[config.mk]
export PLATFORM = sky130hd
export DESIGN_NAME = dmem_ctrl
export DESIGN_NICKNAME = d
export VERILOG_FILES = /design/src/rtl/dmem_ctrl.sv
export SDC_FILE = /design/constraint.sdc
export NUM_CORES = 2
export LEC_CHECK = 0
export ABC_AREA = 1
export CORE_MARGIN = 2
export CORE_UTILIZATION = 40
export DETAILED_ROUTE_END_ITERATION = 10
export PLACE_DENSITY_LB_ADDON = 0.05
export SYNTH_ARGS = -nofsm -noshare
export SYNTH_HDL_FRONTEND = slang
export SYNTH_SLANG_ARGS = --single-unit
[constraint.sdc]
create_clock -name clk -period 8.05 [get_ports clk]
set_input_delay 1.2075 -clock clk [delete_from_list [all_inputs] [get_ports clk]]
set_output_delay 1.2075 -clock clk [all_outputs]
set_load 0.05 [all_outputs]
[src/rtl/dmem_ctrl.sv]
// dmem_ctrl: single-port data memory controller with a valid/ready request
// channel, a valid/ready response channel and a configurable response latency.
// Decodes RISC-V load/store sizes, checks legality and handles byte lanes.
module dmem_ctrl #(
  parameter int DEPTH   = 64,
  parameter int LATENCY = 1
) (
  input  logic        clk,
  input  logic        rst_n,
  input  logic        req_valid,
  output logic        req_ready,
  input  logic        req_we,
  input  logic [2:0]  req_size,
  input  logic [31:0] req_addr,
  input  logic [31:0] req_wdata,
  output logic        rsp_valid,
  input  logic        rsp_ready,
  output logic [31:0] rsp_rdata,
  output logic        rsp_err
);

  localparam int AW = $clog2(DEPTH);

  typedef enum logic [1:0] {IDLE = 2'd0, WAIT = 2'd1, RESP = 2'd2} state_t;

  state_t      state_r, state_s;
  logic [1:0]  cnt_r, cnt_s;
  logic [31:0] rdata_r, rdata_s;
  logic        err_r;
  logic        accept_s, ok_s, mem_we_s;
  logic [AW-1:0] idx_s;

  // Contents start at zero and are deliberately never touched by reset.
  logic [31:0] mem_r [DEPTH] = '{default: 32'd0};

  // Size/alignment/range legality of a request.
  function automatic logic access_ok(input logic we, input logic [2:0] size,
                                     input logic [31:0] addr);
    logic size_ok, align_ok, range_ok;
    case (size)
      3'b000, 3'b001, 3'b010: size_ok = 1'b1;
      3'b100, 3'b101:         size_ok = ~we;
      default:                size_ok = 1'b0;
    endcase
    case (size[1:0])
      2'b01:   align_ok = ~addr[0];
      2'b10:   align_ok = (addr[1:0] == 2'b00);
      default: align_ok = 1'b1;
    endcase
    range_ok = (addr[31:2] < 30'(DEPTH));
    return size_ok & align_ok & range_ok;
  endfunction

  // Shift the addressed lane to bit 0 and extend it according to size.
  function automatic logic [31:0] load_ext(input logic [31:0] word,
                                           input logic [2:0] size,
                                           input logic [1:0] ofs);
    logic [31:0] sh;
    sh = word >> {ofs, 3'b000};
    case (size)
      3'b000:  return {{24{sh[7]}}, sh[7:0]};
      3'b001:  return {{16{sh[15]}}, sh[15:0]};
      3'b100:  return {24'd0, sh[7:0]};
      3'b101:  return {16'd0, sh[15:0]};
      default: return sh;
    endcase
  endfunction

  // Merge right-aligned store data into the old word on the selected lanes.
  function automatic logic [31:0] store_merge(input logic [31:0] old,
                                              input logic [31:0] wdata,
                                              input logic [2:0] size,
                                              input logic [1:0] ofs);
    logic [3:0]  be;
    logic [31:0] data, res;
    case (size[1:0])
      2'b00: begin
        be   = 4'b0001 << ofs;
        data = {4{wdata[7:0]}};
      end
      2'b01: begin
        be   = 4'b0011 << {ofs[1], 1'b0};
        data = {2{wdata[15:0]}};
      end
      default: begin
        be   = 4'b1111;
        data = wdata;
      end
    endcase
    for (int i = 0; i < 4; i++) begin
      res[8*i +: 8] = be[i] ? data[8*i +: 8] : old[8*i +: 8];
    end
    return res;
  endfunction

  assign req_ready = (state_r == IDLE);
  assign rsp_valid = (state_r == RESP);
  assign rsp_rdata = rdata_r;
  assign rsp_err   = err_r;

  assign accept_s = req_valid & (state_r == IDLE);
  assign ok_s     = access_ok(req_we, req_size, req_addr);
  assign idx_s    = req_addr[AW+1:2];
  assign mem_we_s = accept_s & req_we & ok_s;

  // Load result captured at acceptance; stores and errors return zero.
  always_comb begin
    rdata_s = 32'd0;
    if (ok_s && !req_we) begin
      rdata_s = load_ext(mem_r[idx_s], req_size, req_addr[1:0]);
    end else begin
      rdata_s = 32'd0;
    end
  end

  // Next-state and latency counter logic.
  always_comb begin
    state_s = state_r;
    cnt_s   = cnt_r;
    case (state_r)
      IDLE: begin
        if (req_valid) begin
          if (LATENCY == 1) begin
            state_s = RESP;
            cnt_s   = 2'd0;
          end else begin
            state_s = WAIT;
            cnt_s   = 2'(LATENCY - 2);
          end
        end else begin
          state_s = IDLE;
        end
      end
      WAIT: begin
        if (cnt_r == 2'd0) begin
          state_s = RESP;
        end else begin
          cnt_s = cnt_r - 2'd1;
        end
      end
      RESP: begin
        if (rsp_ready) begin
          state_s = IDLE;
        end else begin
          state_s = RESP;
        end
      end
      default: begin
        state_s = IDLE;
        cnt_s   = 2'd0;
      end
    endcase
  end

  // State, counter and response registers; response holds until consumed.
  always_ff @(posedge clk or negedge rst_n) begin
    if (!rst_n) begin
      state_r <= IDLE;
      cnt_r   <= 2'd0;
      rdata_r <= 32'd0;
      err_r   <= 1'b0;
    end else begin
      state_r <= state_s;
      cnt_r   <= cnt_s;
      if (accept_s) begin
        rdata_r <= rdata_s;
        err_r   <= ~ok_s;
      end else if ((state_r == RESP) && rsp_ready) begin
        rdata_r <= 32'd0;
        err_r   <= 1'b0;
      end
    end
  end

  // Store commit on the acceptance edge; reset blocks the write but keeps data.
  always_ff @(posedge clk or negedge rst_n) begin
    if (!rst_n) begin
      // contents retained across reset
    end else if (mem_we_s) begin
      mem_r[idx_s] <= store_merge(mem_r[idx_s], req_wdata, req_size, req_addr[1:0]);
    end
  end

endmodule

# Yosys cells after proc, flatten, opt, wreduce, memory -nomap -nowiden
# Memories as Yosys holds them, arrays and structs flattened.
# Index checks and enable logic that the tools add are counted.
# word_totals
register_bits	37
ram_bits	2048
inputBits	72
memories	1
elab_cells	68
# classes
eq_ne	11
magnitude_cmp	1
reduce_logical	13
shifts	3
add_sub_neg	1
bitwise	9
n_mux	25
# memory_table
memory	depth	width	read_ports	rd_ports_with_merged_regs	wr	line	text
mem_r	64	32	1	0	1	34	logic [31:0] mem_r [DEPTH] = '{default: 32'd0};
# ops
operator	n
32-bit 2-to-1 mux	4
32-bit one-hot mux with 4 select lines	1
32-bit one-hot mux with 2 select lines	1
8-bit 2-to-1 mux	4
32-bit by 5-bit >> shifter with 32-bit output	1
30-bit by 7-bit less-than comparator with 1-bit output, second input constant	1
2-bit one-hot mux with 3 select lines	2
2-bit 2-to-1 mux	5
2-bit logical NOT	4
4-bit one-hot mux with 2 select lines	1
3-bit == test, second input constant	2
2-bit inequality test, second input constant	3
1-bit AND	5
2-bit by 1-bit == test with 1-bit output, second input constant	2
2-bit == test, second input constant	2
1-bit 2-to-1 mux	4
4-bit 2-to-1 mux	1
1-bit inverter	4
1-bit one-hot mux with 2 select lines	2
1-bit by 2-bit left shift with 4-bit output, first input constant	1
2-bit by 2-bit left shift with 4-bit output, first input constant	1
3-bit by 1-bit == test with 1-bit output, second input constant	1
3-bit by 2-bit == test with 1-bit output, second input constant	1
1-bit logical AND	3
other kinds (7)	7

# Depth between registers and ports, before layout
# logic_depth
ltp_word	9
ltp_mapped	21
ltp_nobuf	17

# Worst setup path before layout
# OpenSTA, ideal clock, no wires.
# synth_path
kind	input-to-reg
start	input port req_size[1]
end	memory mem_r[0][5] (data pin)
slack_ps	2212
cell_stages	9
arrival_ps	5137
required_time_ps	7348
cell_sequence	clkinv_1 ha_1 buf_2 nor2_1 inv_1 clkbuf_1 o21ai_1 clkbuf_1 o21ai_0
# synth_rtl
item	line	text
from (decl)	13	input logic [2:0] req_size,
to (decl)	34	

# Worst setup path after layout
# layout_path
start	input port req_size[1]
end	memory mem_r[49][23], enable pin
# layout_via
elab_chain_cells	9
word_cells_on_any_way	17
# layout_rtl
item	line	text
3-bit by 1-bit == test with 1-bit output (tied with other cells)	40	case (size)
3-bit OR reduction / 2-bit OR reduction (equally long branches)	40	
1-bit one-hot mux with 2 select lines	40	
1-bit AND (*) (2 in series)	51	return size_ok & align_ok & range_ok;
1-bit AND (*)	104	assign mem_we_s = accept_s & req_we & ok_s;
1-bit 2-to-1 mux (*)	179	end else if (mem_we_s) begin
1-bit logical AND (implied by the code) (*)	180	mem_r[idx_s] <= store_merge(mem_r[idx_s], req_wdata, req_size, req_addr[1:0]);
1-bit 2-to-1 mux (implied by the code) (*)	180	
# Mark *: on every way between the ends. The rest lies on a longest branch, timed or not.

==> flow_results.xml <==
<?xml version="1.0" encoding="UTF-8"?>
<metrics>
  <group name="status">
    <metric name="run_status" unit="">completed</metric>
  </group>
  <group name="worst_setup_path">
    <metric name="worstPathMaxFanout" unit="">26</metric>
    <metric name="required" unit="ns">8.61</metric>
    <metric name="end_kind" unit="">register</metric>
    <metric name="reg2reg_slack" unit="ns">3.42</metric>
    <metric name="critical_path.cell_chain" unit="">clkdlybuf4s50_1 &gt; clkinv_1 &gt; ha_1 &gt; nor2_4 &gt; o21ai_0 &gt; nand2_1 &gt; nor3_1 &gt; nand2_1 &gt; nor2_1 &gt; nand2_1 &gt; nor2_4 &gt; buf_4</metric>
    <metric name="setup.worst_path.start_class" unit="">primary input</metric>
    <metric name="worst_path_most_repeated_cell" unit="">nand2_1</metric>
    <metric name="critical_path.slowest_cell" unit="">nor2_4</metric>
    <metric name="endpoint" unit="">mem_r[49][23]$_DFFE_PP_</metric>
    <metric name="crit_arrival" unit="ns">6.44</metric>
    <metric name="terminus_of_the_critical_flop_to_flop_path" unit="">mem_r[49][23]$_DFFE_PP_</metric>
    <metric name="timing.rr.start" unit="">state_r[1]$_DFF_PN0_</metric>
    <metric name="ff2ff_path_depth" unit="">10</metric>
    <metric name="cp_slowest_stage_delay" unit="ns">1.24</metric>
    <metric name="worst-path-stages" unit="">12</metric>
    <metric name="timing.critical_path.max_delay_family" unit="">simple AND/OR/NAND/NOR gates</metric>
    <metric name="worstPathBufferInverterCount" unit="">3</metric>
    <metric name="worst_setup_path_startpoint" unit="">req_size[1]</metric>
    <metric name="worst-setup-path-type" unit="">primary input to register</metric>
  </group>
  <group name="cts">
    <metric name="h_tree_depth_reported_by_cts" unit="">4</metric>
    <metric name="cts.repair_timing.setup_buffer_count" unit="">0</metric>
    <metric name="clock_latency" unit="ns">0.87</metric>
    <metric name="clock_sink_count" unit="">2082</metric>
    <metric name="clk_path_buf_depth" unit="">3</metric>
    <metric name="post_cts_resized" unit="">0</metric>
    <metric name="clk_pin_slew" unit="ns">0.06</metric>
    <metric name="cts.root.buffer_cell" unit="">clkbuf_16</metric>
    <metric name="tritoncts" unit="">done</metric>
    <metric name="ctsHoldBuffers" unit="">0</metric>
    <metric name="cts_made_buffers" unit="">222</metric>
  </group>
  <group name="finish">
    <metric name="combined_area_of_the_multi_input_logic_cells" unit="um2">21130</metric>
    <metric name="area_growth" unit="%">14.45</metric>
    <metric name="final.fill_count" unit="">19730</metric>
    <metric name="final_cell_mix" unit="">3367 x nand2_1, 2048 x edfxtp_1, 395 x nor2_1</metric>
    <metric name="stdcell_count" unit="">10740</metric>
    <metric name="nets" unit="">7789</metric>
    <metric name="layout.cells.most_common" unit="">nand2_1</metric>
    <metric name="postLayoutCellArea" unit="um2">98000</metric>
    <metric name="layout-drive-gt1-share" unit="">0.08157</metric>
    <metric name="area.sequential" unit="um2">62350</metric>
    <metric name="fin_util" unit="">0.4611</metric>
  </group>
  <group name="placement">
    <metric name="post_dp_cell_area" unit="um2">90720</metric>
    <metric name="global_placement_routability_congestion" unit="">0.8897</metric>
    <metric name="portBuffers" unit="">106</metric>
    <metric name="placed_cells_incl_taps" unit="">10310</metric>
    <metric name="dp_hpwl" unit="um">176900</metric>
    <metric name="pre_cts_setup_slack" unit="ns">1.509</metric>
  </group>
  <group name="drt">
    <metric name="via_to_cell_ratio" unit="">5.310</metric>
    <metric name="drcViolationCount" unit="">0</metric>
    <metric name="vias" unit="">57000</metric>
    <metric name="wl_per_cell" unit="um">27.44</metric>
    <metric name="antenna_violating_nets_post_route" unit="">0</metric>
    <metric name="firstDrtPassIters" unit="">6</metric>
    <metric name="wire_length_reported_by_the_detailed_router" unit="um">294500</metric>
    <metric name="initialDrtViolationCount" unit="">5976</metric>
  </group>
  <group name="synth">
    <metric name="yosys.cell_types.count" unit="">40</metric>
    <metric name="synth_fp_nets" unit="">7674</metric>
    <metric name="syn-instance-count" unit="">7599</metric>
    <metric name="synthesis.area" unit="um2">85630</metric>
    <metric name="ys_seq_elements" unit="">2082</metric>
    <metric name="postSynthAreaPerCell" unit="um2">11.27</metric>
    <metric name="yosys_warnings" unit="">0</metric>
    <metric name="sequential_area_share_after_synthesis" unit="">0.7282</metric>
  </group>
  <group name="power_and_ir_drop">
    <metric name="comb_power_share" unit="">0.081</metric>
    <metric name="lkg_pwr" unit="nW">37.17</metric>
    <metric name="internal-power" unit="W">0.01854</metric>
    <metric name="clock_power_share" unit="">0.420</metric>
    <metric name="power.switching_fraction" unit="">0.2423</metric>
    <metric name="seq_power_share" unit="">0.499</metric>
    <metric name="switching_power" unit="W">0.005927</metric>
    <metric name="irDropWorstVdd" unit="uV">228.4</metric>
    <metric name="power.density" unit="nW/um2">249.6</metric>
  </group>
  <group name="die">
    <metric name="core_region_area" unit="um2">212500</metric>
    <metric name="floorplan.initialDensity" unit="">0.4029</metric>
    <metric name="die_height" unit="um">466.7</metric>
    <metric name="row_count" unit="">169</metric>
    <metric name="io_pins" unit="">107</metric>
    <metric name="floorplan.die_area" unit="um2">217800</metric>
    <metric name="die_w" unit="um">466.7</metric>
  </group>
  <group name="global_routing">
    <metric name="grt_use_met2" unit="">0.4085</metric>
    <metric name="grt_max_degree" unit="">154</metric>
    <metric name="number_of_global_route_vias_before_repair" unit="">53890</metric>
    <metric name="grt_pass1_wl" unit="um">414300</metric>
    <metric name="busiest_layer" unit="">met2</metric>
    <metric name="grt_util_all_layers" unit="">0.2679</metric>
    <metric name="met1_usage" unit="">0.3934</metric>
    <metric name="grtUsageMet3" unit="">0.04572</metric>
    <metric name="grt_remaining_overflow" unit="">0</metric>
    <metric name="antenna_found_initial" unit="">19</metric>
  </group>
  <group name="sta">
    <metric name="finalWorstSetupSlack" unit="ns">2.173</metric>
    <metric name="final_hold_viol_count" unit="">0</metric>
    <metric name="unrepaired_setup_endpoints_after_global_routing" unit="">false</metric>
    <metric name="period_share" unit="">0.7301</metric>
    <metric name="final.setup.tns" unit="ns">0</metric>
    <metric name="timing.slew.headroom" unit="">0.09649</metric>
    <metric name="fmax" unit="MHz">170.2</metric>
    <metric name="fin_worst_skew" unit="ns">0.03608</metric>
    <metric name="maxSlewViolCount" unit="">0</metric>
    <metric name="setup_viol" unit="">0</metric>
    <metric name="post-route-min-period" unit="ns">5.877</metric>
    <metric name="actual_slew_at_the_worst_max_slew_pin" unit="ns">1.352</metric>
  </group>
  <group name="flow_run">
    <metric name="drv_cap" unit="">0</metric>
  </group>
  <group name="worst_hold_path">
    <metric name="min_path_type" unit="">primary input to async pin</metric>
  </group>
</metrics>
-- synth_stat cells --
master / n / area, um2
inv_1: 244 / 915.9
nor3_1: 19 / 95.09
nor2_8: 1 / 20.02
inv_2: 4 / 15.01
nand4_1: 21 / 131.4
and2_0: 3 / 18.77
o22ai_1: 131 / 819.5
clkbuf_1: 84 / 315.3
nand2_2: 3 / 18.77
a31oi_1: 8 / 50.05
o22a_1: 18 / 157.7
buf_8: 1 / 15.01
clkinv_1: 2 / 7.510
nor2_2: 6 / 37.54
o211ai_1: 11 / 82.58
edfxtp_1: 2048 / 61500
nor2_1: 460 / 1727
nor2_4: 2 / 22.52
a22oi_1: 10 / 75.07
nand2_8: 1 / 20.02
a22o_1: 8 / 70.07
buf_1: 35 / 131.4
nand3b_1: 21 / 157.7
buf_4: 65 / 488.0
o21ai_0: 129 / 645.6
nand3_4: 1 / 17.52
ha_1: 3 / 37.54
buf_2: 175 / 875.8
buf_6: 31 / 349.1
nand2_1: 3372 / 12660
nand3_2: 1 / 10.01
nor4_1: 5 / 31.28
or2_2: 19 / 118.9
nand2_4: 2 / 22.52
dfrtp_1: 34 / 850.8
nand3_1: 224 / 1121
a21oi_1: 303 / 1516
or2_0: 2 / 12.51
o21ai_1: 84 / 420.4
or2_1: 8 / 50.05
-- through the flow --
stage	power [W]	hold WS [ns]
after global placement	0.01441	0.4657
after detailed placement	0.01441	0.4688
after floorplan	0.01342	0.7550
after global routing	0.02514	0.4315
after CTS	0.02462	0.3956
final	0.02446	0.4289
-- cells by family (layout without fill, tap and decap cells) --
group / after synthesis / count (layout) / share of synthesized area
buffers and inverters: 641 / 949 / 0.03636
AOI/OAI and AO/OA: 702 / 702 / 0.04482
other: 0 / 7 / 0
and+or+nand+nor: 4171 / 4171 / 0.1902
adders and majority gates: 3 / 3 / 0.0004384
DFF: 2082 / 2082 / 0.7282
-- layer usage --
layer | vias to the layer above | wire [um] | part of all wire
li1 | 25980 | - | -
met2 | 2101 | 131500 | 0.45
met3 | 393 | 20860 | 0.071
met1 | 28520 | 133300 | 0.45
met4 | 6 | 8836 | 0.030
met5 | - | 32 | 0.00011
-- worst min path at each step --
| stage | startpoint | end | slack [ns] | cells after the start |
|---|---|---|---|---|
| floorplan | rsp_rdata[31]$_DFFE_PN0P_ | rsp_rdata[31]$_DFFE_PN0P_ | 0.75 | 2 |
| CTS | rst_n | rsp_rdata[9]$_DFFE_PN0P_ | 0.40 | 2 |
| global placement | rsp_rdata[13]$_DFFE_PN0P_ | rsp_rdata[13]$_DFFE_PN0P_ | 0.47 | 2 |
| finish | rst_n | rsp_rdata[6]$_DFFE_PN0P_ | 0.43 | 2 |
| global route | rst_n | rsp_rdata[9]$_DFFE_PN0P_ | 0.43 | 2 |
| detailed placement | rsp_rdata[26]$_DFFE_PN0P_ | rsp_rdata[26]$_DFFE_PN0P_ | 0.47 | 2 |
-- flip-flops by register name, summed over array words and instances (netlist names) --
signal	flops
mem_r	2048
rsp_rdata	32
rsp_err	1
state_r	1
-- final cells by class --
class	count	area share
diodes	7	0.0001787
clock buffers	281	0.06001
clock inverters	136	0.01381
inverters	250	0.009780
multi-input cells	4876	0.2156
flip-flops and latches	2082	0.6362
well taps	2821	0.03602
repair buffers	282	0.02836
-- power by group through the flow --
stage / Combinational, W / Clock [W] / Sequential, W
2_1_floorplan: 0.000913 / 0 / 0.0125
3_3_place_gp: 0.00197 / 0 / 0.0124
3_5_place_dp: 0.00197 / 0 / 0.0124
4_1_cts: 0.00198 / 0.0104 / 0.0122
5_1_grt: 0.00210 / 0.0108 / 0.0122
6_report: 0.00197 / 0.0103 / 0.0122
(Power assumes the default switching activity.)
